### config.mk
export PLATFORM = sky130hd
export DESIGN_NAME = arduino_pinmux
export DESIGN_NICKNAME = d
export VERILOG_FILES = /design/src/rtl/arduino_pinmux_pkg.sv /design/src/rtl/arduino_pinmux_seq.sv /design/src/rtl/arduino_pinmux.sv
export SDC_FILE = /design/constraint.sdc
export NUM_CORES = 1
export LEC_CHECK = 0
export ABC_AREA = 1
export CAP_MARGIN = 20
export CORE_AREA = 4 4 122 124
export CTS_CLUSTER_SIZE = 25
export DETAILED_ROUTE_END_ITERATION = 7
export DIE_AREA = 0 0 126 128
export GPL_ROUTABILITY_DRIVEN = 0
export PLACE_DENSITY = 0.76
export SYNTH_ARGS = -nofsm -noshare
export SYNTH_HDL_FRONTEND = slang
export SYNTH_SLANG_ARGS = --single-unit
### constraint.sdc
create_clock -name clk -period 4.3 [get_ports clk]
set_input_delay 0.86 -clock clk [delete_from_list [all_inputs] [get_ports clk]]
set_output_delay 0.86 -clock clk [all_outputs]
set_load 0.02 [all_outputs]
### src/rtl/arduino_pinmux_pkg.sv
// Shared constants for the Arduino header pin mux: mode encodings, register map,
// STATUS field positions and the commit sequencer state type.
package arduino_pinmux_pkg;

  localparam int MODE_GPIO = 0;
  localparam int MODE_I2C  = 1;
  localparam int MODE_SPI  = 2;
  localparam int MODE_UART = 3;
  localparam int MODE_PWM  = 4;
  localparam int MODE_LAST = 4;

  localparam int REG_CTRL   = 0;
  localparam int REG_STATUS = 1;
  localparam int REG_IRQ_EN = 2;
  localparam int PIN_BASE   = 4;

  localparam int CTRL_COMMIT = 0;
  localparam int CTRL_REVERT = 1;

  localparam int ST_BUSY     = 0;
  localparam int ST_ERR      = 1;
  localparam int ST_FAIL_LSB = 8;
  localparam int ST_FAIL_W   = 6;

  // PIN registers return the active mode in the upper half-word
  localparam int ACTIVE_LSB = 16;

  typedef enum logic [1:0] {
    S_IDLE,
    S_CHECK,
    S_APPLY,
    S_REJECT
  } seq_state_e;

endpackage

### src/rtl/arduino_pinmux_seq.sv
// Commit sequencer: walks the shadow entries one per cycle, then either applies
// all pins at once or rejects the set and reports the first illegal index.
//
// state    | meaning
// S_IDLE   | waiting for COMMIT; REVERT honoured here only
// S_CHECK  | validating shadow[idx] against mode range and capability mask
// S_APPLY  | copy every shadow entry into the active set this cycle
// S_REJECT | latch ERR and FAIL_IDX, active set left untouched
module arduino_pinmux_seq
  import arduino_pinmux_pkg::*;
#(
  parameter int NUM_PINS   = 16,
  parameter int MODE_WIDTH = 3,
  parameter int IDX_W      = 4
) (
  input  logic                    clk,
  input  logic                    rst,
  input  logic                    start,
  input  logic                    revert,
  input  logic [MODE_WIDTH-1:0]   sel_mode,
  input  logic [2**MODE_WIDTH-1:0] sel_caps,
  output logic [IDX_W-1:0]        idx,
  output logic                    busy,
  output logic                    apply,
  output logic                    reject,
  output logic                    revert_go,
  output logic [ST_FAIL_W-1:0]    fail_idx
);

  seq_state_e       state, state_nxt;
  logic [IDX_W-1:0] idx_nxt;
  logic             legal;

  assign legal = sel_caps[sel_mode] && (int'(sel_mode) <= MODE_LAST);

  always_ff @(posedge clk or negedge rst) begin
    if (!rst) begin
      state <= S_IDLE;
      idx   <= '0;
    end else begin
      state <= state_nxt;
      idx   <= idx_nxt;
    end
  end

  always_comb begin
    state_nxt = state;
    idx_nxt   = idx;
    unique case (state)
      S_IDLE: begin
        if (start) begin
          state_nxt = S_CHECK;
          idx_nxt   = '0;
        end
      end
      S_CHECK: begin
        if (!legal)                             state_nxt = S_REJECT;
        else if (idx == IDX_W'(NUM_PINS - 1))   state_nxt = S_APPLY;
        else                                    idx_nxt   = idx + 1'b1;
      end
      S_APPLY:  state_nxt = S_IDLE;
      S_REJECT: state_nxt = S_IDLE;
      default:  state_nxt = S_IDLE;
    endcase
  end

  // COMMIT takes priority when both bits arrive in one CTRL write
  assign revert_go = revert && !start && (state == S_IDLE);
  assign busy      = (state != S_IDLE);
  assign apply     = (state == S_APPLY);
  assign reject    = (state == S_REJECT);
  assign fail_idx  = ST_FAIL_W'(idx);

endmodule

### src/rtl/arduino_pinmux.sv
// Arduino header pin mux: Avalon-MM register file with shadow/active mode sets.
// Define ARDUINO_PINMUX_IRQ_EN to add the IRQ_EN register and the irq output.
module arduino_pinmux
  import arduino_pinmux_pkg::*;
#(
  parameter int REG_WIDTH  = 32,
  parameter int NUM_PINS   = 16,
  parameter int MODE_WIDTH = 3,
  parameter logic [NUM_PINS*(2**MODE_WIDTH)-1:0] PIN_CAPS = '1,
  parameter int ADDR_WIDTH = $clog2(4 + NUM_PINS)
) (
  input  logic                           clk,
  input  logic                           rst,
  input  logic [ADDR_WIDTH-1:0]          addr,
  input  logic                           write,
  input  logic [REG_WIDTH-1:0]           writedata,
  input  logic                           read,
  output logic [REG_WIDTH-1:0]           readdata,
  output logic                           readdatavalid,
  output logic                           waitrequest,
  output logic [NUM_PINS*MODE_WIDTH-1:0] pin_mode
`ifdef ARDUINO_PINMUX_IRQ_EN
  ,
  output logic                           irq
`endif
);

  localparam int CAPS_W = 2**MODE_WIDTH;
  localparam int IDX_W  = (NUM_PINS > 1) ? $clog2(NUM_PINS) : 1;

  logic [MODE_WIDTH-1:0] shadow [NUM_PINS];
  logic [MODE_WIDTH-1:0] active [NUM_PINS];
  logic                  err;
  logic [ST_FAIL_W-1:0]  fail_q;
  logic                  busy, apply, reject, revert_go;
  logic [IDX_W-1:0]      idx, pin_sel;
  logic [ST_FAIL_W-1:0]  fail_idx;
  logic                  is_ctrl, is_status, is_pin;
  logic                  wr_ok, ctrl_wr, status_wr, pin_wr;
  logic [REG_WIDTH-1:0]  rd_mux;
  logic                  unused_wdata;

  assign is_ctrl   = (int'(addr) == REG_CTRL);
  assign is_status = (int'(addr) == REG_STATUS);
  assign is_pin    = (int'(addr) >= PIN_BASE) && (int'(addr) < PIN_BASE + NUM_PINS);
  assign pin_sel   = IDX_W'(int'(addr) - PIN_BASE);

  // STATUS and IRQ_EN stay writable mid-commit so software can clear ERR
  assign waitrequest = write && busy && (is_ctrl || is_pin);
  assign wr_ok       = write && !waitrequest;
  assign ctrl_wr     = wr_ok && is_ctrl;
  assign status_wr   = wr_ok && is_status;
  assign pin_wr      = wr_ok && is_pin;

  assign unused_wdata = ^writedata[REG_WIDTH-1:MODE_WIDTH];

  arduino_pinmux_seq #(
    .NUM_PINS  (NUM_PINS),
    .MODE_WIDTH(MODE_WIDTH),
    .IDX_W     (IDX_W)
  ) u_seq (
    .clk      (clk),
    .rst      (rst),
    .start    (ctrl_wr && writedata[CTRL_COMMIT]),
    .revert   (ctrl_wr && writedata[CTRL_REVERT]),
    .sel_mode (shadow[idx]),
    .sel_caps (PIN_CAPS[int'(idx)*CAPS_W +: CAPS_W]),
    .idx      (idx),
    .busy     (busy),
    .apply    (apply),
    .reject   (reject),
    .revert_go(revert_go),
    .fail_idx (fail_idx)
  );

  always_ff @(posedge clk or negedge rst) begin
    if (!rst) begin
      for (int p = 0; p < NUM_PINS; p++) begin
        shadow[p] <= '0;
        active[p] <= '0;
      end
      err    <= 1'b0;
      fail_q <= '0;
    end else begin
      if (apply) begin
        for (int p = 0; p < NUM_PINS; p++) active[p] <= shadow[p];
      end
      if (revert_go) begin
        for (int p = 0; p < NUM_PINS; p++) shadow[p] <= active[p];
      end
      if (pin_wr) shadow[pin_sel] <= writedata[MODE_WIDTH-1:0];
      // A reject landing with a W1C keeps ERR set
      if (reject) begin
        err    <= 1'b1;
        fail_q <= fail_idx;
      end else if (status_wr && writedata[ST_ERR]) begin
        err <= 1'b0;
      end
    end
  end

  for (genvar p = 0; p < NUM_PINS; p++) begin : g_pin
    assign pin_mode[p*MODE_WIDTH +: MODE_WIDTH] = active[p];
  end

`ifdef ARDUINO_PINMUX_IRQ_EN
  logic is_irq_en, irq_en;
  assign is_irq_en = (int'(addr) == REG_IRQ_EN);

  always_ff @(posedge clk or negedge rst) begin
    if (!rst) begin
      irq_en <= 1'b0;
      irq    <= 1'b0;
    end else begin
      if (wr_ok && is_irq_en) irq_en <= writedata[0];
      irq <= err && irq_en;
    end
  end
`endif

  always_comb begin
    rd_mux = '0;
    if (is_status) begin
      rd_mux[ST_BUSY]                  = busy;
      rd_mux[ST_ERR]                   = err;
      rd_mux[ST_FAIL_LSB +: ST_FAIL_W] = fail_q;
    end
`ifdef ARDUINO_PINMUX_IRQ_EN
    else if (is_irq_en) begin
      rd_mux[0] = irq_en;
    end
`endif
    else if (is_pin) begin
      rd_mux[MODE_WIDTH-1:0]           = shadow[pin_sel];
      rd_mux[ACTIVE_LSB +: MODE_WIDTH] = active[pin_sel];
    end
  end

  always_ff @(posedge clk or negedge rst) begin
    if (!rst) begin
      readdata      <= '0;
      readdatavalid <= 1'b0;
    end else begin
      readdata      <= read ? rd_mux : '0;
      readdatavalid <= read;
    end
  end

endmodule

Word-level counts from Yosys, hierarchy flattened
Cells that the tools add are included.
{"block": "word_totals", "ff_bits": 127, "out_inout_bits": 82}
{"block": "op_classes", "shifts": 1, "eq_ne": 9, "addsub": 2, "n_reduce_logical": 25, "n_mux": 33, "n_bitwise": 2, "n_lt_le_gt_ge": 7}
{"op": "$shiftx 128x8->8 const A", "n": 1}
{"op": "$mux 48", "n": 2}
{"op": "$bwmux 48", "n": 1}
{"op": "$bmux 3 s4", "n": 3}
{"op": "$mux 3", "n": 10}
{"op": "$mux 19", "n": 1}
{"op": "$mux 4", "n": 4}
{"op": "$logic_and 1x1->1", "n": 14}
{"op": "$demux 3 s4", "n": 1}
{"op": "$ge 5x5->1 const B", "n": 2}
{"op": "$not 4->5", "n": 2}
{"op": "$mux 2", "n": 4}
{"op": "$pmux 4 s2", "n": 1}
{"op": "$pmux 2 s3", "n": 1}
{"op": "$reduce_bool 2->1", "n": 3}
{"op": "$eq 5x2->1 const B", "n": 1}
{"op": "$ge 5x3->1 const B", "n": 1}
{"op": "$logic_not 5->1", "n": 1}
{"op": "$lt 5x1->1 const B", "n": 1}
{"op": "$lt 5x5->1 const B", "n": 1}
{"op": "$add 4x1->4 const B", "n": 1}
{"op": "$eq 2x2->1 const B", "n": 2}
{"op": "$eq 4x4->1 const B", "n": 1}
{"op": "$lt 3x4->1 const B", "n": 1}
{"op": "14 further kinds", "n": 19}

Depth between registers and ports, before layout
{"block": "depth", "word_depth": 14, "mapped_depth": 15, "depth_no_buf": 13}

Cells and area by module
A second synthesis with hierarchy kept.
{"block": "hier_totals", "cells_unflattened": 955, "hier_area_um2": 6902.9}
{"mod": "arduino_pinmux", "n_inst": 1, "cells_each": 888, "area_per_inst_um2": 6428.7}
{"mod": "arduino_pinmux_seq", "n_inst": 1, "cells_each": 67, "area_per_inst_um2": 474.2}

Least setup slack after synthesis
OpenSTA, ideal clock, no wires.
{"block": "synth_path", "path_type": "input to output", "start": "in addr[2]", "end": "out waitrequest", "path_slack_ns": 1.504, "arrival_time_ns": 1.936, "cell_stages": 9, "n_path_buf": 1, "required_ns": 3.440, "cell_sequence": "inv_2 > clkbuf_1 > ha_1 > inv_1 > nor2_1 > nand2_2 > nand2_2 > nand2_4 > inv_1"}
{"block": "synth_via", "elab_chain_cells": 4, "elab_cells_between_ends": 6, "cone_classes": "2 x order compare; 4 x reduce/logical"}
{"item": "from (decl)", "line_no": "arduino_pinmux.sv:14", "text": "input logic [ADDR_WIDTH-1:0] addr,"}
{"item": "$ge 5x3->1 or $lt 5x5->1 (tied branches)", "line_no": "arduino_pinmux.sv:45", "text": "assign is_pin = (int'(addr) >= PIN_BASE) && (int'(addr) < PIN_BASE + NUM_PINS);"}
{"item": "$logic_and 1x1->1", "line_no": "arduino_pinmux.sv:45"}
{"item": "$logic_or 1x1->1 (*)", "line_no": "arduino_pinmux.sv:49", "text": "assign waitrequest = write && busy && (is_ctrl || is_pin);"}
{"item": "$logic_and 1x1->1 (*)", "line_no": "arduino_pinmux.sv:49"}
{"item": "to (decl)", "line_no": "arduino_pinmux.sv:20", "text": "output logic waitrequest,"}
Mark *: on every way between the ends. The rest lies on a longest branch, timed or not.

Worst setup path after layout
{"block": "layout_path", "start": "in addr[0]", "end": "out waitrequest"}
Same word-level chain as after synthesis.

==> metrics.cfg <==
[outcome]
status = completed

[die]
ioPinCount = 123
die_width_microns = 126
start_util_pct = 49.3
die_h_microns = 128
num_rows = 43
core-area_sq_um = 13800
dieArea_sq_um = 16100

[pwr]
power_mw = 5.88
peakVddDrop_mv = 0.369
power_leakage_nw = 4.07
power_density_nw_per_um2 = 725

[timing]
maxSlewViolCount = 0
finalHoldViolCount = 0
finalSetupViolations = 0
fmaxAchievable_ghz = 0.272
clock_skew_ns = 0.0126
setup_tns_ns = 0
final.setup.worst_slack_ns = 0.624
rsz0062_at_grt = no
fin_worst_hold_slack_ns = 0.484
finalCritPeriodShare_pct = 85.5
worst_pin_slew_ns = 0.996
relSlewSlack_pct = 33.6
fin_crit_ns = 3.68

[final_layout]
utilization_pct = 58.9
drive_above_1_share_pct = 5.98
synthToLayoutAreaGrowth_pct = 19.5
fillCellCount = 1271
finalNetCount = 1037
layoutNonFillerInstCount = 1183
stdcell_area_sq_um = 8110
antennaDiodeCount = 0

[global_routing]
grt_pass1_wl_microns = 32700
grt_pass1_vias = 6352
antenna_found_initial = 0
grt_max_degree = 77
grt_overflow = 0
grt_use_total_pct = 25.4

[clock_tree]
cts_sinks = 118
h-tree-depth = 4
clkTransAtPathRegs_ns = 0.05
cts-resized-gates = 0
cts_tree = yes
hold_buffers = 0
cts-root-buf = clkbuf_16
cts_buffers = 17
cts_max_path_buffers = 2
clk_latency_ns = 0.43
post_cts_buffers = 0

[detailed_routing]
wl_microns = 20200
viasPerCell = 5.65
drc = 0
dr.pass1.iters = 6
routed-via-count = 6689
routedWlPerCell_microns = 17.1
first_iter_violations = 726
drt.antenna.violating_nets = 0

[placed_design]
placed_area_sq_um = 7520
portBuffers = 71
dp_hpwl_microns = 13300
dpl.cell_count = 1151
dp_slack_ns = 0.627

[logic_synthesis]
synthCells = 937
synth_edf_count = 0
postSynthAreaPerCell_sq_um = 7.24
yosys_warnings = 0
async_flop_share_pct = 100
synthFlopType = dfrtp_1
yosysUniqueCellTypes = 35
ys_seq_area_share_pct = 43.5
syn_area_sq_um = 6780
synth-seq-cells = 118

[critical_path]
rr_worst_depth = 12
worstPathRequired_ns = 3.44
crit_arrival_ns = 2.82
path_class = in -> out
startpoint_type = input port
cp-end-kind = output port
path_max_fanout = 10

[worst_hold_path]
holdPathStages = 2
hold_class = reg -> reg

[run]
max_cap_violations = 0

power breakdown:
part	switching [mW]	internal (mW)	leakage, nW
clock network	0.500	0.936	0.287
logic	1.55	0.888	2.37
registers	0.425	1.58	1.42
cells by family after synthesis:
kind of cell               Yosys count  synth area share, %
AOI/OAI and AO/OA                  167                 13.9
adders and majority gates            6                 1.11
and+or+nand+nor                    423                 27.1
other                                1               0.0553
xor gates and xnor gates             1                0.129
DFF                                118                 43.5
buffers and inverters              221                 14.2
routing by layer:
metal  vias up  wire length, microns  track usage (%)
met2       411                  9300             39.3
li1       3093                     -                -
met3        61                  1900             5.13
met4         0                   694             12.5
met5         -                     0                0
met1      3124                  8300             34.4
sequential cells by signal, indices dropped and copies added (netlist names):
name	count
u_seq.idx	4
shadow	48
readdata	10
err	1
readdatavalid	1
pin_mode	48
fail_q	4
u_seq.state	2
cells in the final DEF (no fill, tap or decap), types with 2 or more instances in the layout:
cell type / instances
o22ai_1: 29
clkbuf_1: 4
clkinv_2: 4
a31oi_1: 2
nand2_1: 236
conb_1: 22
nand3_2: 2
o31ai_1: 7
o2111ai_1: 5
a21oi_1: 9
clkinvlp_4: 2
ha_1: 6
inv_1: 145
o21ai_0: 88
o21ai_1: 20
bufinv_16: 3
buf_4: 15
clkdlybuf4s50_1: 70
clkbuf_8: 2
clkbuf_16: 17
dfrtp_1: 118
nor3_1: 7
nor2_1: 25
o211ai_1: 2
nand4_1: 7
nand2_2: 5
a22oi_1: 4
inv_2: 3
nand3_1: 135
critical path, stage by stage:
cell and delay, ns:
clkdlybuf4s50_1 0.52, nor2_4 0.37, nand2_1 0.09, nand2_1 0.09, nand2_2 0.06, nand2_2 0.08
nand2_4 0.08, inv_1 0.08, clkdlybuf4s50_1 0.60
cell usage after synthesis, types with 2 or more instances:
library cell,n,area share (%)
inv_1,145,8.0
o2111ai_1,5,0.65
buf_4,24,2.7
a22oi_1,4,0.44
ha_1,6,1.1
nand2_2,4,0.37
a21oi_1,9,0.66
nor2_1,25,1.4
buf_2,9,0.66
o31ai_1,7,0.77
o21ai_1,20,1.5
nand2_1,237,13
nor3_1,7,0.52
buf_6,4,0.66
a31oi_1,2,0.18
o21ai_0,88,6.5
o22ai_1,29,2.7
o211ai_1,2,0.22
clkbuf_2,2,0.15
dfrtp_1,118,44
nand3_1,135,10
nand4_1,7,0.65
clkbuf_1,33,1.8
nand3_2,2,0.30
inv_2,3,0.17
worst paths after layout:
path	from	end	slack, ns
min in group asynchronous	rst	pin_mode[4]	0.59
max reg2reg	u_seq.idx[0]	u_seq.idx[0]	1.84
min	fail_q[0]	fail_q[0]	0.48
max	addr[0]	waitrequest	0.62
min reg2reg	fail_q[0]	fail_q[0]	0.48
max in group asynchronous	rst	readdata[0]	2.95
final cells by class:
type	instances	area [sq um]	share of cell area (%)
Timing Repair Buffer	86	833	10.3
Multi-Input combinational cell	619	2950	36.4
Tap cell	180	225	2.78
Clock buffer	23	468	5.77
Clock inverter	9	125	1.54
Sequential cell	118	2950	36.4
Inverter	148	556	6.85
No activity file was read; power rests on OpenSTA's default activity.
